**config.mk**
```make
export PLATFORM = sky130hd
export DESIGN_NAME = regfile_multiport
export DESIGN_NICKNAME = d
export VERILOG_FILES = /design/src/rtl/regfile_pkg.sv /design/src/rtl/regfile_clear_fsm.sv /design/src/rtl/regfile_multiport.sv
export SDC_FILE = /design/constraint.sdc
export NUM_CORES = 2
export LEC_CHECK = 0
export ABC_CLOCK_PERIOD_IN_PS = 33800
export BUFFER_PORTS_ARGS = -buffer_cell sky130_fd_sc_hd__buf_4
export CELL_PAD_IN_SITES_DETAIL_PLACEMENT = 0
export CELL_PAD_IN_SITES_GLOBAL_PLACEMENT = 1
export CORE_MARGIN = 2
export CORE_UTILIZATION = 40
export DETAILED_ROUTE_END_ITERATION = 10
export PLACE_DENSITY = 0.71
export SLEW_MARGIN = 10
export SYNTH_ARGS = -nofsm -noshare
export SYNTH_HDL_FRONTEND = slang
export SYNTH_HIERARCHICAL = 1
export SYNTH_SLANG_ARGS = --single-unit
export TNS_END_PERCENT = 50
```
**constraint.sdc**
```tcl
create_clock -name Clk -period 33.8 [get_ports Clk]
set_clock_uncertainty 0.05 [all_clocks]
set_input_delay 5.07 -clock Clk [delete_from_list [all_inputs] [get_ports Clk]]
set_output_delay 5.07 -clock Clk [all_outputs]
set_load 0.1 [all_outputs]
```
**src/rtl/regfile_pkg.sv**
```systemverilog
// Shared types and default geometry for the multiport register file.
package regfile_pkg;

    typedef enum logic {
        IDLE  = 1'b0,
        CLEAR = 1'b1
    } clr_state_e;

    localparam int REGFILE_WIDTH = 32;
    localparam int REGFILE_DEPTH = 32;
    localparam int REGFILE_NREAD = 2;

endpackage

```
**src/rtl/regfile_clear_fsm.sv**
```systemverilog
// Bulk-clear sequencer: walks entries 1..DEPTH-1, one per cycle, after a Clear pulse.
module regfile_clear_fsm
    import regfile_pkg::*;
#(
    parameter int DEPTH = REGFILE_DEPTH,
    parameter int AW    = $clog2(DEPTH)
) (
    input  logic          clk,
    input  logic          rst,
    input  logic          clear_req,
    output logic          busy,
    output logic          clear_en,
    output logic [AW-1:0] clear_idx
);

    clr_state_e    state, state_nxt;
    logic [AW-1:0] idx, idx_nxt;

    always_ff @(posedge clk or posedge rst) begin
        if (rst) begin
            state <= IDLE;
            idx   <= '0;
        end else begin
            state <= state_nxt;
            idx   <= idx_nxt;
        end
    end

    // Entry 0 is never stored, so the walk starts at 1 and ends on DEPTH-1.
    always_comb begin
        state_nxt = state;
        idx_nxt   = idx;
        case (state)
            IDLE: begin
                if (clear_req) begin
                    state_nxt = CLEAR;
                    idx_nxt   = AW'(1);
                end
            end
            CLEAR: begin
                idx_nxt = idx + AW'(1);
                if (idx == AW'(DEPTH - 1)) begin
                    state_nxt = IDLE;
                end
            end
            default: state_nxt = IDLE;
        endcase
    end

    assign busy      = (state == CLEAR);
    assign clear_en  = (state == CLEAR);
    assign clear_idx = idx;

endmodule

```
**src/rtl/regfile_multiport.sv**
```systemverilog
// Parametrised register file: NREAD registered read ports, one write port, entry 0 reads zero.
// Define REGFILE_BYPASS_EN for write-first same-edge reads; read-first otherwise.
module regfile_multiport
    import regfile_pkg::*;
#(
    parameter  int WIDTH = REGFILE_WIDTH,
    parameter  int DEPTH = REGFILE_DEPTH,
    parameter  int NREAD = REGFILE_NREAD,
    localparam int AW    = $clog2(DEPTH)
) (
    input  logic                   Clk,
    input  logic                   Reset,
    input  logic                   RegWrite,
    input  logic [AW-1:0]          WriteRegister,
    input  logic [WIDTH-1:0]       WriteData,
    input  logic [NREAD*AW-1:0]    ReadRegister,
    output logic [NREAD*WIDTH-1:0] ReadData,
    input  logic                   Clear,
    output logic                   Busy
);

    logic             clear_en;
    logic [AW-1:0]    clear_idx;
    logic             wr_en;
    logic [WIDTH-1:0] mem   [1:DEPTH-1];
    logic [WIDTH-1:0] entry [DEPTH];

    regfile_clear_fsm #(
        .DEPTH (DEPTH),
        .AW    (AW)
    ) u_clear (
        .clk       (Clk),
        .rst       (Reset),
        .clear_req (Clear),
        .busy      (Busy),
        .clear_en  (clear_en),
        .clear_idx (clear_idx)
    );

    // A Clear request on the same edge as a write takes priority over it.
    assign wr_en = RegWrite && !Busy && !Clear && (WriteRegister != '0);

    always_ff @(posedge Clk or posedge Reset) begin
        if (Reset) begin
            for (int i = 1; i < DEPTH; i++) begin
                mem[i] <= '0;
            end
        end else if (clear_en) begin
            mem[clear_idx] <= '0;
        end else if (wr_en) begin
            mem[WriteRegister] <= WriteData;
        end
    end

    // Full-depth view with a constant-zero slot 0 so read muxes need no special case.
    always_comb begin
        entry[0] = '0;
        for (int i = 1; i < DEPTH; i++) begin
            entry[i] = mem[i];
        end
    end

    function automatic logic [WIDTH-1:0] read_sel(input logic [AW-1:0] addr);
        logic [WIDTH-1:0] val;
        val = entry[addr];
`ifdef REGFILE_BYPASS_EN
        if (wr_en && (WriteRegister == addr)) begin
            val = WriteData;
        end else if (clear_en && (clear_idx == addr)) begin
            val = '0;
        end
`endif
        return val;
    endfunction

    for (genvar p = 0; p < NREAD; p++) begin : g_rd
        logic [WIDTH-1:0] rd_data_p1;

        // Read stage: address sampled at the edge, data valid after it.
        always_ff @(posedge Clk or posedge Reset) begin
            if (Reset) begin
                rd_data_p1 <= '0;
            end else begin
                rd_data_p1 <= read_sel(ReadRegister[p*AW +: AW]);
            end
        end

        assign ReadData[p*WIDTH +: WIDTH] = rd_data_p1;
    end

endmodule
```
After elaboration in Yosys (flattened, before gate mapping)
Index checks and enable logic that the tools add are counted.
{"block": "word_totals", "register_bits": 1062, "latch_bits": 0, "mem_bits_rw": 0, "romBits": 0, "output_inout_bits": 65, "memories": 0}
{"block": "op_classes", "n_addsub": 1, "mul": 0, "div_mod_pow": 0, "n_lt_le_gt_ge": 6, "n_eq_ne": 2, "shift": 0, "muxes": 18, "bitwise_logic": 7, "reduce_logical": 9}
{"op": "$mux 992", "count": 2}
{"op": "$and 992x992->992", "count": 1}
{"op": "$bwmux 992", "count": 1}
{"op": "$not 992->992", "count": 1}
{"op": "$bmux 32 s5", "count": 2}
{"op": "$demux 32 s5", "count": 2}
{"op": "$mux 32", "count": 6}
{"op": "$ge 6x6->1 const B", "count": 4}
{"op": "$not 5->6", "count": 4}
{"op": "$lt 6x1->1 const B", "count": 2}
{"op": "$pmux 5 s2", "count": 1}
{"op": "$add 5x1->5 const B", "count": 1}
{"op": "$eq 5x5->1 const B", "count": 1}
{"op": "$logic_and 1x1->1", "count": 5}
{"op": "$mux 5", "count": 1}
{"op": "$reduce_bool 5->1", "count": 1}
{"op": "$logic_not 1->1", "count": 2}
{"op": "$mux 1", "count": 2}
{"op": "$ne 2x2->1 const B", "count": 1}
{"op": "$pmux 1 s2", "count": 1}
{"op": "$reduce_bool 2->1", "count": 1}
{"op": "$not 1->1", "count": 1}

Depth between registers and ports, before layout
{"block": "logic_depth", "ltp_word": 8, "ltp_mapped": 8}

Cells and area by module
Netlist, hierarchy kept.
{"mod": "regfile_multiport", "instances": 1, "cells_each": 4345, "area_each_um2": 54279.6, "seq_area_each_um2": 26425.3}
{"mod": "regfile_clear_fsm", "instances": 1, "cells_each": 28, "area_each_um2": 299.0, "seq_area_each_um2": 150.1}

Worst setup path after synthesis
OpenSTA, ideal clock, no wires.
{"block": "synth_path", "path_type": "input to register", "startpoint": "in ReadRegister[0]", "endpoint": "reg g_rd[0].rd_data_p1[10]", "t_arrival_ps": 6726, "required_ps": 33615, "path_slack_ps": 26890, "cell_stages": 6, "path_buffers": 2, "cell_sequence": "buf_2 > buf_1 > mux4_2 > a22o_1 > o21ai_1 > o31ai_1"}
{"block": "synth_via", "elab_chain_len": 4}
{"item": "start, declared", "line": "regfile_multiport.sv:16", "source": "input logic [NREAD*AW-1:0] ReadRegister,"}
{"item": "$not 5->6 (implied by the code)", "line": "regfile_multiport.sv:65", "source": "val = entry[addr];"}
{"item": "$bmux 32 s5", "line": "regfile_multiport.sv:65"}
{"item": "$mux 32 (implied by the code) (2 in a row)", "line": "regfile_multiport.sv:65"}
{"item": "end signal, assigned", "line": "regfile_multiport.sv:84", "source": "rd_data_p1 <= read_sel(ReadRegister[p*AW +: AW]);"}
{"item": "end, declared", "line": "regfile_multiport.sv:77", "source": "logic [WIDTH-1:0] rd_data_p1;"}
Every way passes these cells. The select of a mux whose other input is x is not followed.
A chain may end at the register's enable or synchronous reset.

Final worst setup path
{"block": "layout_path", "startpoint": "in ReadRegister[5]", "endpoint": "reg g_rd[1].rd_data_p1[23]"}
{"block": "layout_via", "elab_chain_len": 4}
{"item": "$not 5->6 (implied by the code)", "line": "regfile_multiport.sv:65"}
{"item": "$bmux 32 s5", "line": "regfile_multiport.sv:65"}
{"item": "$mux 32 (implied by the code) (2 in a row)", "line": "regfile_multiport.sv:65"}
{"item": "end signal, assigned", "line": "regfile_multiport.sv:84"}
{"item": "end, declared", "line": "regfile_multiport.sv:77"}
Every way passes these cells. The select of a mux whose other input is x is not followed.

==> impl_metrics.ini <==
[placed_design]
portBuffers = 115
globalplace.congestion = 0.8244
place_ws_ps = 23940
dp_hpwl_mm = 112.4
placed_area_um2 = 56810

[die]
die_w_um = 373.4
ios = 116
rows = 135
start_util_pct = 40.29
die_area_um2 = 139400
core_um2 = 135500
die_h_um = 373.4

[worst_hold_path]
hold_path_class = flip-flop to flip-flop
whs_path_depth = 1

[grt]
grt_pass1_vias = 41142
grt_usage_pct = 29.04
grt_max_degree = 172
grt_overflow = 0
grt_pass1_wl_mm = 298.3
antenna_found_initial = 3

[worst_setup_path]
crit_required_ps = 34320
cp-end-kind = flip-flop
reg2reg_slack_ps = 30020
start_kind = input pin
arrival_ps = 9620
crit_type = input pin to flip-flop
crit_fanout = 69
rr_worst_depth = 6

[clock_tree]
cts_sinks = 1062
cts_made_buffers = 111
cts.root.buffer_cell = clkbuf_16
cts_hold_buf = 0
clock_latency_ps = 740
cts_tree = done
cts_resized = 0
htree_levels = 3
clock_path_buffers = 3
path_clk_slew_ps = 60
post_cts_buffers = 0

[finish]
nets = 4243
syn2layout_area_growth_pct = 11.56
utilization_pct = 44.95
drive_gt1_share_pct = 22.09
stdcell_area_um2 = 60890

[synth]
syn-num-nets = 4426
syn_area_um2 = 54580
ys.warnings.count = 6
yosysSeqAreaShare_pct = 48.69
synth_seq_cells = 1062
synth_edf_count = 0
syn-mean-instance-area_um2 = 12.48
synth_ff_type = dfrtp_1
synth.distinct_cells = 38
netlist_instances = 4373
ys_async_sr_fraction_pct = 100.0

[timing]
setup_ws_ps = 24710
finalSetupViolations = 0
final.period_utilization_pct = 26.90
final_hold_viol_count = 0
slew_headroom_pct = 20.40
tightestPinTransition_ps = 1190
final.setup.tns_ps = 0
min_period_ps = 9092
fmax_mhz = 110.0
drv_slew = 0
whs_ps = 462.0
grt_setup_unrepaired = false

[routing]
drc = 0
viasPerCell = 6.795
initialDrtViolationCount = 4927
route.vias.total = 41210
drt_pre_antenna_iters = 5
post_drt_wl_per_cell_um = 33.74
routed_wl_mm = 204.7
antenna_left = 0

[power_and_ir_drop]
ir_drop_mv = 0.05639
cellLeakagePower_nw = 26.74
powerDensity_nw_per_um2 = 60.98

[run]
drv_cap = 0

[run_status]
status = completed
cells by family (layout without fill, tap and decap cells):
kind of cell | count (synthesis) | count (layout) | share of synthesized area (%)
compound gates | 1470 | 1470 | 20.66
fa+ha+maj | 2 | 2 | 0.04584
buf+inv | 531 | 441 | 4.154
flops | 1062 | 1062 | 48.69
mux | 640 | 640 | 20.69
other cells | 0 | 1 | 0
simple gates | 668 | 668 | 5.763
stage by stage:
step	instances	power [W]
finish	6065	0.003713
global route	6065	0.003843
CTS	6064	0.003714
detailed placement	5858	0.002340
global placement	5858	0.002323
floorplan	4373	0.002070
final timing paths:
check | from | to
max | ReadRegister[5] | g_rd[1].rd_data_p1[23]
min | entry[367] | entry[367]
min reg2reg | entry[367] | entry[367]
max in group asynchronous | Reset | entry[989]
min in group asynchronous | Reset | u_clear/clear_idx[1]
max reg2reg | u_clear/busy | entry[731]
cell usage in the layout, fill, tap and decap left out, types with 65 or more instances in the layout:
| cell | n |
|---|---|
| a22o_1 | 929 |
| and2_1 | 65 |
| buf_4 | 221 |
| clkbuf_16 | 114 |
| dfrtp_1 | 1062 |
| mux2i_1 | 192 |
| mux4_2 | 384 |
| nand2_1 | 523 |
| o21ai_1 | 324 |
Yosys cell counts, types with 67 or more instances:
library cell / number / area (um^2)
a22o_1: 929 / 8137
and2_1: 67 / 419.2
buf_2: 192 / 960.9
clkbuf_1: 310 / 1164
dfrtp_1: 1062 / 26580
mux2i_1: 192 / 1922
mux4_2: 384 / 8648
nand2_1: 527 / 1978
o21ai_1: 324 / 1622
state kept, by name, summed over array words and instances (netlist names):
signal	cells
entry	992
g_rd.rd_data_p1	64
u_clear/clear_idx	5
u_clear/busy	1
where the power goes:
group          total (W)  internal [W]  switching [W]  leakage [nW]
registers        0.00156       0.00143       0.000134          14.5
clock network    0.00138      0.000830       0.000554          1.98
logic           0.000768      0.000283       0.000485          10.3
total            0.00371       0.00254        0.00117          26.7
layer usage:
layer | part of all wire [%] | routed length [um] | track usage (%)
met5 | 0.0039 | 8 | 0
met4 | 5.1 | 10460 | 13.18
met3 | 11 | 23180 | 7.028
met2 | 43 | 88950 | 42.17
met1 | 40 | 82050 | 41.16
worst max-delay path, cell delays in order:
cell     delay (ps)
buf_8           540
buf_4           760
buf_4           820
buf_4           770
mux4_2          590
a22o_1          260
o21ai_1         410
o31ai_1         150
final cells by class:
class,count,area (um^2)
Inverter,4,18.77
Sequential cell,1062,26580
Fill cell,12154,74580
Antenna cell,1,2.502
Timing Repair Buffer,231,1839
Clock buffer,153,3209
Clock inverter,53,862.1
Tap cell,1781,2228
Multi-Input combinational cell,2780,26150
No activity file was read; power rests on OpenSTA's default activity.
